`src/rtl/alu_dispatch.sv`:
```
// rtl/alu_dispatch.sv - RV32I ALU-class decode with a single registered valid/ready stage
module alu_dispatch (
  input  logic        clk,
  input  logic        rst_n,
  input  logic        in_valid,
  output logic        in_ready,
  input  logic [31:0] instr,
  input  logic [31:0] pc,
  input  logic [31:0] rs1_data,
  input  logic [31:0] rs2_data,
  output logic        out_valid,
  input  logic        out_ready,
  output logic [31:0] A,
  output logic [31:0] B,
  output logic [4:0]  shamt,
  output logic        sub_sra,
  output logic [3:0]  func,
  output logic [4:0]  rd,
  output logic        illegal
);

  localparam logic [6:0] OPC_OP     = 7'b0110011;
  localparam logic [6:0] OPC_OP_IMM = 7'b0010011;
  localparam logic [6:0] OPC_LUI    = 7'b0110111;
  localparam logic [6:0] OPC_AUIPC  = 7'b0010111;

  localparam logic [6:0] F7_BASE = 7'b0000000;
  localparam logic [6:0] F7_ALT  = 7'b0100000;

  logic [6:0]  opcode;
  logic [2:0]  f3;
  logic [6:0]  f7;
  logic        accept;

  logic [31:0] d_a;
  logic [31:0] d_b;
  logic [4:0]  d_shamt;
  logic        d_sub;
  logic [3:0]  d_func;
  logic        d_ill;

  assign opcode = instr[6:0];
  assign f3     = instr[14:12];
  assign f7     = instr[31:25];

  // Reset forces ready high but never lets a beat in during the reset cycle.
  assign in_ready = !out_valid || out_ready || !rst_n;
  assign accept   = in_valid && in_ready && rst_n;

  always_comb begin
    d_a     = '0;
    d_b     = '0;
    d_shamt = '0;
    d_sub   = 1'b0;
    d_func  = 4'b0000;
    d_ill   = 1'b0;
    case (opcode)
      OPC_OP: begin
        if ((f7 != F7_BASE && f7 != F7_ALT) ||
            (f7 == F7_ALT && f3 != 3'b000 && f3 != 3'b101)) begin
          d_ill = 1'b1;
        end else begin
          d_a = rs1_data;
          d_b = rs2_data;
          case (f3)
            3'b000:  d_func = 4'b0000;
            3'b001:  d_func = 4'b0101;
            3'b010:  d_func = 4'b1000;
            3'b011:  d_func = 4'b1001;
            3'b100:  d_func = 4'b0001;
            3'b101:  d_func = 4'b0110;
            3'b110:  d_func = 4'b0010;
            default: d_func = 4'b0011;
          endcase
          if (f3 == 3'b000 || f3 == 3'b101) d_sub = instr[30];
          // Register shifts only honour the low five bits of rs2.
          if (f3 == 3'b001 || f3 == 3'b101) d_b = {27'b0, rs2_data[4:0]};
        end
      end
      OPC_OP_IMM: begin
        if ((f3 == 3'b001 && f7 != F7_BASE) ||
            (f3 == 3'b101 && f7 != F7_BASE && f7 != F7_ALT)) begin
          d_ill = 1'b1;
        end else begin
          d_a = rs1_data;
          d_b = {{20{instr[31]}}, instr[31:20]};
          case (f3)
            3'b000:  d_func = 4'b0000;
            3'b001:  d_func = 4'b0100;
            3'b010:  d_func = 4'b1000;
            3'b011:  d_func = 4'b1001;
            3'b100:  d_func = 4'b0001;
            3'b101:  d_func = 4'b0111;
            3'b110:  d_func = 4'b0010;
            default: d_func = 4'b0011;
          endcase
          if (f3 == 3'b001 || f3 == 3'b101) d_shamt = instr[24:20];
          if (f3 == 3'b101) d_sub = instr[30];
        end
      end
      OPC_LUI: begin
        d_b = {instr[31:12], 12'b0};
      end
      OPC_AUIPC: begin
        d_a = pc;
        d_b = {instr[31:12], 12'b0};
      end
      default: d_ill = 1'b1;
    endcase
  end

  always_ff @(posedge clk) begin
    if (!rst_n) begin
      out_valid <= 1'b0;
      A         <= '0;
      B         <= '0;
      shamt     <= '0;
      sub_sra   <= 1'b0;
      func      <= 4'b0000;
      rd        <= '0;
      illegal   <= 1'b0;
    end else begin
      if (accept) begin
        out_valid <= 1'b1;
        A         <= d_a;
        B         <= d_b;
        shamt     <= d_shamt;
        sub_sra   <= d_sub;
        func      <= d_func;
        rd        <= instr[11:7];
        illegal   <= d_ill;
      end else if (out_ready) begin
        out_valid <= 1'b0;
      end
    end
  end

endmodule

```
`config.mk`:
```
export PLATFORM = sky130hd
export DESIGN_NAME = alu_dispatch
export DESIGN_NICKNAME = d
export VERILOG_FILES = /design/src/rtl/alu_dispatch.sv
export SDC_FILE = /design/constraint.sdc
export NUM_CORES = 1
export LEC_CHECK = 0
export CORE_ASPECT_RATIO = 1.1
export CORE_UTILIZATION = 38
export CTS_CLUSTER_DIAMETER = 80
export CTS_CLUSTER_SIZE = 25
export DETAILED_ROUTE_END_ITERATION = 10
export PLACE_DENSITY_LB_ADDON = 0.15
export SLEW_MARGIN = 10
export SYNTH_ARGS = -nofsm -noshare
export SYNTH_HDL_FRONTEND = slang
export SYNTH_SLANG_ARGS = --single-unit
export TNS_END_PERCENT = 20
```
`constraint.sdc`:
```
create_clock -name clk -period 2.2 [get_ports clk]
set_input_delay 0.22 -clock clk [delete_from_list [all_inputs] [get_ports clk]]
set_output_delay 0.22 -clock clk [all_outputs]
set_load 0.005 [all_outputs]
```
==> flow_summary.yaml, run 1 <==
setup_path:
  max_stage_delay_ns: 0.55
  cp-end-kind: "flop"
  crit_start: "out_valid"
  required_ns: 2.50
  critical_path_arrival_ns: 2.14
  crit_family: "simple AND/OR/NAND/NOR gates"
  worst_path_max_delay_cell: "nor4b_1"
  start_kind: "flop"
  cp_cell_sequence: "nor2b_1, nor4b_1, and3b_1, a22o_1, a21o_1"
  crit_buf_inv: 0
  rr_startpoint: "out_valid"
  critical_path_class: "flop to flop"
  reg2reg_depth: 5
  critPathMaxFanout: 9
  cp.depth: 5
final_layout:
  drive_gt1_share_pct: 7.834
  antennaDiodeCount: 0
  syn2layout_area_growth_pct: 71.95
  fin_cells: 765
  fin_area_sq_um: 6220
  fillCellCount: 774
  final_nets: 778
clocking:
  ctsResizeCount: 0
  h-tree-depth: 3
  cts_setup_buffers: 0
  clock-root-buffer: "clkbuf_8"
  clkTransAtPathRegs_ns: 0.09
  tritoncts: "yes"
  worstSkewPairLatency_ns: 0.35
  cts_buffer_depth: 2
  clock-sinks: 81
  ctsHoldBuffers: 0
  numCtsBuffers: 9
floorplan:
  ios: 214
  die_area_sq_um: 9913
  rows: 36
  die_y_microns: 104.3
  core_area_sq_um: 9054
  die_w_microns: 95.03
  initial_core_util_pct: 39.95
synthesis:
  synth_top_area_cell: "dfxtp_1"
  seq_area_frac_synth_pct: 44.83
  syn_area_sq_um: 3617
  synth_most_common_cell: "nand2_1"
  yosysTopAreaCellShare_pct: 44.83
  synth-seq-cells: 81
  synth_edf_count: 0
  synthTopCellsByArea: "dfxtp_1, nand2_1, a22oi_1"
  synth_nets: 568
  async_flop_share_pct: 0
  synth_ff_type: "dfxtp_1"
  syn_avg_cell_area_sq_um: 8.296
  ys_warn_count: 0
  netlist_instances: 436
  synth_common_cells: "nand2_1, dfxtp_1, a21oi_1"
  ys_types: 39
placement:
  dp_cells: 749
  portBuffers: 213
  post-place-ws_ns: 0.04537
  place_congestion: 0.8532
  place_area_sq_um: 6025
  place_hpwl_microns: 9449
sta:
  rsz0062_at_grt: "no"
  max_freq_mhz: 542.4
  setup_viol: 0
  fin_worst_skew_ns: 0.009216
  setup_ws_ns: 0.3563
  finalCriticalPeriod_ns: 1.844
  relSlewSlack_pct: 57.26
  finalCritPeriodShare_pct: 83.81
  worst_pin_slew_ns: 0.6322
  hold_violations: 0
  maxSlewViolCount: 0
  setup-tns-final_ns: 0
pwr:
  p_per_area_nw_per_um2: 492.6
  p_leak_nw: 2.346
  total_power_mw: 3.064
  ir_drop_mv: 0.2801
drt:
  avgRoutedWirePerCell_microns: 16.87
  viasPerCell: 5.429
  first_iter_violations: 120
  routed-via-count: 4153
  routed_wl_microns: 12900
  dr.pass1.iters: 4
  drtAntennaViolNets: 0
  drc: 0
grt:
  grt_max_degree: 53
  grt_pass1_vias: 3994
  overflow: 0
  grt_use_total_pct: 25.65
  grt_pass1_wl_microns: 19890
  antenna_found_initial: 0
hold_path:
  hold_start: "rs1_data[21]"
  whs_path_depth: 3
  hp-class: "input pin to flop"
status:
  outcome: "finished, final reports clean"
job:
  max_cap_viol_count: 0
==> per-layer routing <==
| layer | up-vias | track usage [%] | wire, microns |
|---|---|---|---|
| met5 | - | 0 | 0 |
| met2 | 165 | 44.91 | 6650 |
| li1 | 2012 | - | - |
| met1 | 1961 | 29.07 | 4906 |
| met3 | 15 | 7.529 | 1113 |
| met4 | 0 | 8.658 | 232 |
==> where the power goes <==
| part | internal, mW | switching, mW | leakage, nW |
|---|---|---|---|
| clock | 0.529 | 0.576 | 0.0929 |
| combinational | 0.290 | 0.187 | 1.60 |
| sequential | 1.48 | 0.00576 | 0.654 |
==> logic make-up after synthesis <==
group	after synthesis	share of synthesized area, %
simple gates	181	25.39
compound gates	131	24.28
flops	81	44.83
buf+inv	41	4.981
xor+xnor	1	0.2422
mux	1	0.2767
==> sequential cells by signal (all words and copies together), names as in the netlist <==
signal and flops:
sub_sra 1, A 32, illegal 1, B 32, rd 5, out_valid 1, func 4, shamt 5
==> tightest hold or removal path: stages <==
cell             delay [ns]
clkdlybuf4s50_1        0.39
nand3_1                0.06
nand2_1                0.04
==> metrics by stage <==
| step | hold WS (ns) | util (%) |
|---|---|---|
| global route | 0.3950 | 68.70 |
| floorplan | 0.3298 | - |
| global placement | 0.4361 | 66.54 |
| finish | 0.4063 | 68.70 |
| CTS | 0.3930 | 68.70 |
| detailed placement | 0.4428 | 66.54 |
==> layout make-up <==
class | count | area [sq um] | share of cell area [%]
timing repair buffer | 239 | 2415 | 38.83
tap | 114 | 142.6 | 2.293
clock buffer | 10 | 127.6 | 2.052
sequential | 81 | 1622 | 26.07
clock inverter | 6 | 67.56 | 1.086
inverter | 1 | 3.754 | 0.06035
multi-input combinational | 314 | 1842 | 29.61
==> cell usage in the layout, fill, tap and decap left out, types with 2 or more instances in the layout <==
| master | n |
|---|---|
| nor2_4 | 2 |
| a22oi_1 | 38 |
| dfxtp_1 | 81 |
| nor3b_1 | 2 |
| nand4_1 | 24 |
| nand2b_1 | 4 |
| clkbuf_8 | 9 |
| buf_4 | 19 |
| a31oi_1 | 2 |
| a221oi_1 | 2 |
| a22o_1 | 9 |
| buf_12 | 7 |
| clkinvlp_4 | 2 |
| and2_1 | 3 |
| o21ai_0 | 4 |
| nand2_1 | 82 |
| o21ai_1 | 5 |
| nor2_1 | 7 |
| and3_1 | 4 |
| nand3_1 | 37 |
| clkdlybuf4s50_1 | 213 |
| nor2b_1 | 3 |
| a21oi_1 | 43 |
| a21o_1 | 22 |
| nor4b_1 | 4 |
| a221o_1 | 2 |
==> worst paths after layout <==
path,endpoint,slack (ns)
setup / recovery,B[7],0.36
hold / removal,A[21],0.41
setup reg to reg,B[7],0.36
hold reg to reg,func[3],0.45
Note: power is estimated with default switching activity, not from simulation.
==> inputs of run 2 (changes only) <==
- clock period: 2.2 -> 1.7 ns (I/O delays scaled with it)
==> flow_summary.yaml, run 2 (synthesis gave the netlist of run 1 again) <==
hold_path:
  hp-class: "input pin to flop"
pwr:
  total_power_mw: 3.998
  pwr-share-seq_pct: 48.0
  power_switching_uw: 993.6
  p_leak_nw: 2.513
  pwr-share-comb_pct: 16.7
  p_per_area_nw_per_um2: 612.9
  ir_drop_mv: 0.4307
  switching_share_pct: 24.85
  clkPwrFrac_pct: 35.3
  internal_power_mw: 3.004
placement:
  post-place-ws_ns: -0.4146
  portBuffers: 213
  place_hpwl_microns: 9676
  dp_cells: 778
  place_congestion: 0.8384
  place_area_sq_um: 6255
drt:
  drtAntennaViolNets: 0
  viasPerCell: 5.329
  routed-via-count: 4242
  routed_wl_microns: 13110
  avgRoutedWirePerCell_microns: 16.46
  drc: 0
  first_iter_violations: 138
  dr.pass1.iters: 5
status:
  outcome: "finished, final reports clean"
sta:
  setup_ws_ns: 0.02436
  relSlewSlack_pct: 72.57
  setup-tns-final_ns: 0
  fin_worst_skew_ns: 0.008843
  setup_viol: 0
  finalCriticalPeriod_ns: 1.676
  maxSlewViolCount: 0
  rsz0062_at_grt: "yes"
  worst_pin_slew_ns: 0.4057
  timing.hold.ws_ns: 0.3595
  finalCritPeriodShare_pct: 98.57
  max_freq_mhz: 596.8
  hold_violations: 0
clocking:
  worstSkewPairLatency_ns: 0.35
  clock-sinks: 81
  h-tree-depth: 3
  clock-root-buffer: "clkbuf_8"
  numCtsBuffers: 9
  cts_buffer_depth: 2
  clkTransAtPathRegs_ns: 0.09
  tritoncts: "yes"
setup_path:
  crit_path_end: "B[9]"
  reg2reg_depth: 7
  critical_path_arrival_ns: 1.97
  critical_path_class: "input pin to flop"
  required_ns: 2.00
  crit_start: "instr[2]"
  r2r_setup_slack_ns: 0.15
  cp-end-kind: "flop"
  start_kind: "input pin"
  critPathMaxFanout: 3
  rr_startpoint: "out_valid"
  timing.rr.end: "A[14]"
floorplan:
  core_area_sq_um: 9054
  die_y_microns: 104.3
  ios: 214
  die_area_sq_um: 9913
  initial_core_util_pct: 39.95
  rows: 36
  die_w_microns: 95.03
grt:
  grt_pass1_vias: 4093
  grt_pass1_wl_microns: 20220
  antenna_found_initial: 0
  grt_use_total_pct: 25.86
  overflow: 0
  grt_max_degree: 33
final_layout:
  layout_common_cells: "clkdlybuf4s50_1, dfxtp_1, nand2_1"
  antennaDiodeCount: 0
  layout_commonest_cell: "clkdlybuf4s50_1"
  top_regs: "A (32), B (32)"
  fin_cells: 796
  syn2layout_area_growth_pct: 80.32
  fin_area_sq_um: 6523
  final_nets: 809
  final_core_util_pct: 72.04
  drive_gt1_share_pct: 13.34
job:
  max_cap_viol_count: 0
==> run 2: worst max-delay path, cell delays in order <==
cell,delay [ns]
clkdlybuf4s50_1,0.44
or4b_4,0.54
buf_6,0.15
nor3_4,0.25
buf_4,0.17
and3_1,0.16
a221o_1,0.10
==> run 2: per-layer routing <==
layer,vias up,global-route usage [%],wire length [microns]
met5,-,0,0
met4,0,8.225,240
met3,19,7.675,1070
met2,171,45.22,6650
met1,1976,29.52,5143
li1,2076,-,-
==> run 2: final cells by class <==
type	count	area (sq um)
repair buffers	270	2676
fillers	729	2531
multi-input cells	314	1882
flip-flops and latches	81	1623
well taps	114	142.6
clock buffers	10	127.6
clock inverters	6	67.56
inverters	1	3.754
==> run 2: worst min-delay path by stage <==
stage / slack [ns] / cells past startpoint / from / endpoint
after floorplan: 0.28 / 1 / rs2_data[5] / B[5]
after global placement: 0.44 / 2 / func[2] / func[2]
after detailed placement: 0.45 / 2 / B[21] / B[21]
after CTS: 0.35 / 3 / instr[7] / rd[0]
after global routing: 0.34 / 3 / rs1_data[16] / A[16]
final: 0.36 / 3 / rs1_data[5] / A[5]
==> run 2: power by group through the flow <==
| stage | logic, mW | clock network, mW | registers [mW] |
|---|---|---|---|
| after detailed placement | 0.653 | 0 | 1.96 |
| final | 0.667 | 1.41 | 1.92 |
| after CTS | 0.661 | 1.45 | 1.92 |
| after floorplan | 0.165 | 0 | 1.96 |
| after global placement | 0.647 | 0 | 1.96 |
| after global routing | 0.708 | 1.54 | 1.92 |
==> run 2: repair_timing <==
action / CTS / global route
hold endpoints to repair: 0 / 0
buffers inserted: 1 / 1
pin swaps: 1 / 3
hold buffers: 0 / 0
gates resized for setup: 10 / 9
endpoints found under the setup margin: 18 / 36
gates cloned: 1 / 0
==> inputs of run 3 (changes only) <==
- CORE_UTILIZATION: 38 -> 41
- clock period: 1.7 -> 1.96 ns (I/O delays scaled with it)
==> flow_summary.yaml, run 3 (synthesis gave the netlist of run 1 again) <==
status:
  outcome: "finished, final reports clean"
setup_path:
  start_kind: "input pin"
  critPathMaxFanout: 3
  r2r_setup_slack_ns: 0.40
  required_ns: 2.22
  critical_path_arrival_ns: 2.03
  critical_path_class: "input pin to flop"
  cp-end-kind: "flop"
floorplan:
  die_area_sq_um: 9202
  die_y_microns: 100.5
  die_w_microns: 91.56
  ios: 214
  core_area_sq_um: 8452
  initial_core_util_pct: 42.80
  rows: 35
drt:
  dr.pass1.iters: 4
  avgRoutedWirePerCell_microns: 16.08
  first_iter_violations: 156
  drtAntennaViolNets: 0
  viasPerCell: 5.440
  routed_wl_microns: 12510
  routed-via-count: 4232
  drc: 0
pwr:
  power_switching_uw: 857.6
  p_per_area_nw_per_um2: 579.0
  ir_drop_mv: 0.4424
  clkPwrFrac_pct: 40.1
  internal_power_mw: 2.848
  pwr-share-comb_pct: 15.1
  pwr-share-seq_pct: 44.9
  switching_share_pct: 23.14
  p_leak_nw: 2.459
sta:
  finalCriticalPeriod_ns: 1.766
  max_freq_mhz: 566.2
  finalCritPeriodShare_pct: 90.11
  setup_viol: 0
  worst_pin_slew_ns: 0.3717
  timing.hold.ws_ns: 0.3878
  relSlewSlack_pct: 75.03
  hold_violations: 0
  rsz0062_at_grt: "no"
  fin_worst_skew_ns: 0.007345
  maxSlewViolCount: 0
clocking:
  cts_setup_buffers: 0
  tritoncts: "yes"
  clock-sinks: 81
  ctsResizeCount: 0
  clock-root-buffer: "clkbuf_8"
  worstSkewPairLatency_ns: 0.35
  h-tree-depth: 3
  cts_buffer_depth: 2
  numCtsBuffers: 9
  ctsHoldBuffers: 0
  clkTransAtPathRegs_ns: 0.09
grt:
  grt_pass1_vias: 4123
  grt_use_total_pct: 26.94
  grt_max_degree: 38
  grt_pass1_wl_microns: 19810
  antenna_found_initial: 0
  overflow: 0
final_layout:
  top_regs: "A (32), B (32)"
  antennaDiodeCount: 0
  fillCellCount: 628
  fin_area_sq_um: 6400
  drive_gt1_share_pct: 10.19
  final_core_util_pct: 75.72
  layout_common_cells: "clkdlybuf4s50_1, nand2_1, dfxtp_1"
  fin_cells: 778
  layout_commonest_cell: "clkdlybuf4s50_1"
  final_nets: 795
  syn2layout_area_growth_pct: 76.93
job:
  max_cap_viol_count: 0
placement:
  place_hpwl_microns: 9284
  portBuffers: 213
  place_area_sq_um: 6161
  place_congestion: 0.8950
  dp_cells: 763
hold_path:
  hp-class: "input pin to flop"
-- run 3: cell type report --
type,instances,area (sq um),area share [%]
clock buffers,9,123.9,1.935
clock inverters,6,115.1,1.799
inverters,1,3.754,0.05865
multi-input cells,314,1842,28.78
flip-flops and latches,81,1622,25.34
well taps,111,138.9,2.170
repair buffers,256,2555,39.92
-- run 3: power groups by stage --
| stage | Sequential [mW] | Clock, mW | Combinational [mW] |
|---|---|---|---|
| floorplan | 1.70 | 0 | 0.143 |
| global placement | 1.70 | 0 | 0.549 |
| detailed placement | 1.70 | 0 | 0.551 |
| CTS | 1.66 | 1.51 | 0.557 |
| global route | 1.67 | 1.58 | 0.594 |
| finish | 1.66 | 1.48 | 0.558 |
-- run 3: worst paths after layout --
check        cells after the start         start       to
min                              3  rs1_data[30]    A[30]
max reg2reg                      7     out_valid     B[5]
max                              7      instr[6]    B[30]
min reg2reg                      2       func[1]  func[1]
-- run 3: worst max-delay path, stage by stage --
cell and delay (ns):
clkdlybuf4s50_1 0.43, or4b_4 0.57, buf_4 0.17, nor3_1 0.17, buf_4 0.16, nand3_1 0.07, a221oi_1 0.25
-- run 3: layer usage --
| metal | up-vias | part of all wire (%) | track usage, % |
|---|---|---|---|
| met5 | - | 0 | 0 |
| met4 | 0 | 3.2 | 12.33 |
| li1 | 2048 | - | - |
| met2 | 203 | 50 | 48.53 |
| met3 | 33 | 7.8 | 6.109 |
| met1 | 1948 | 39 | 30.29 |
-- run 3: through the flow --
step	total power [mW]	setup slack [ns]	setup TNS (ns)
after global routing	3.843	0.1055	0
after global placement	2.250	-0.1267	-3.414
after floorplan	1.845	0.3833	0
final	3.706	0.1939	0
after detailed placement	2.253	-0.1599	-7.083
after CTS	3.731	0.2095	0
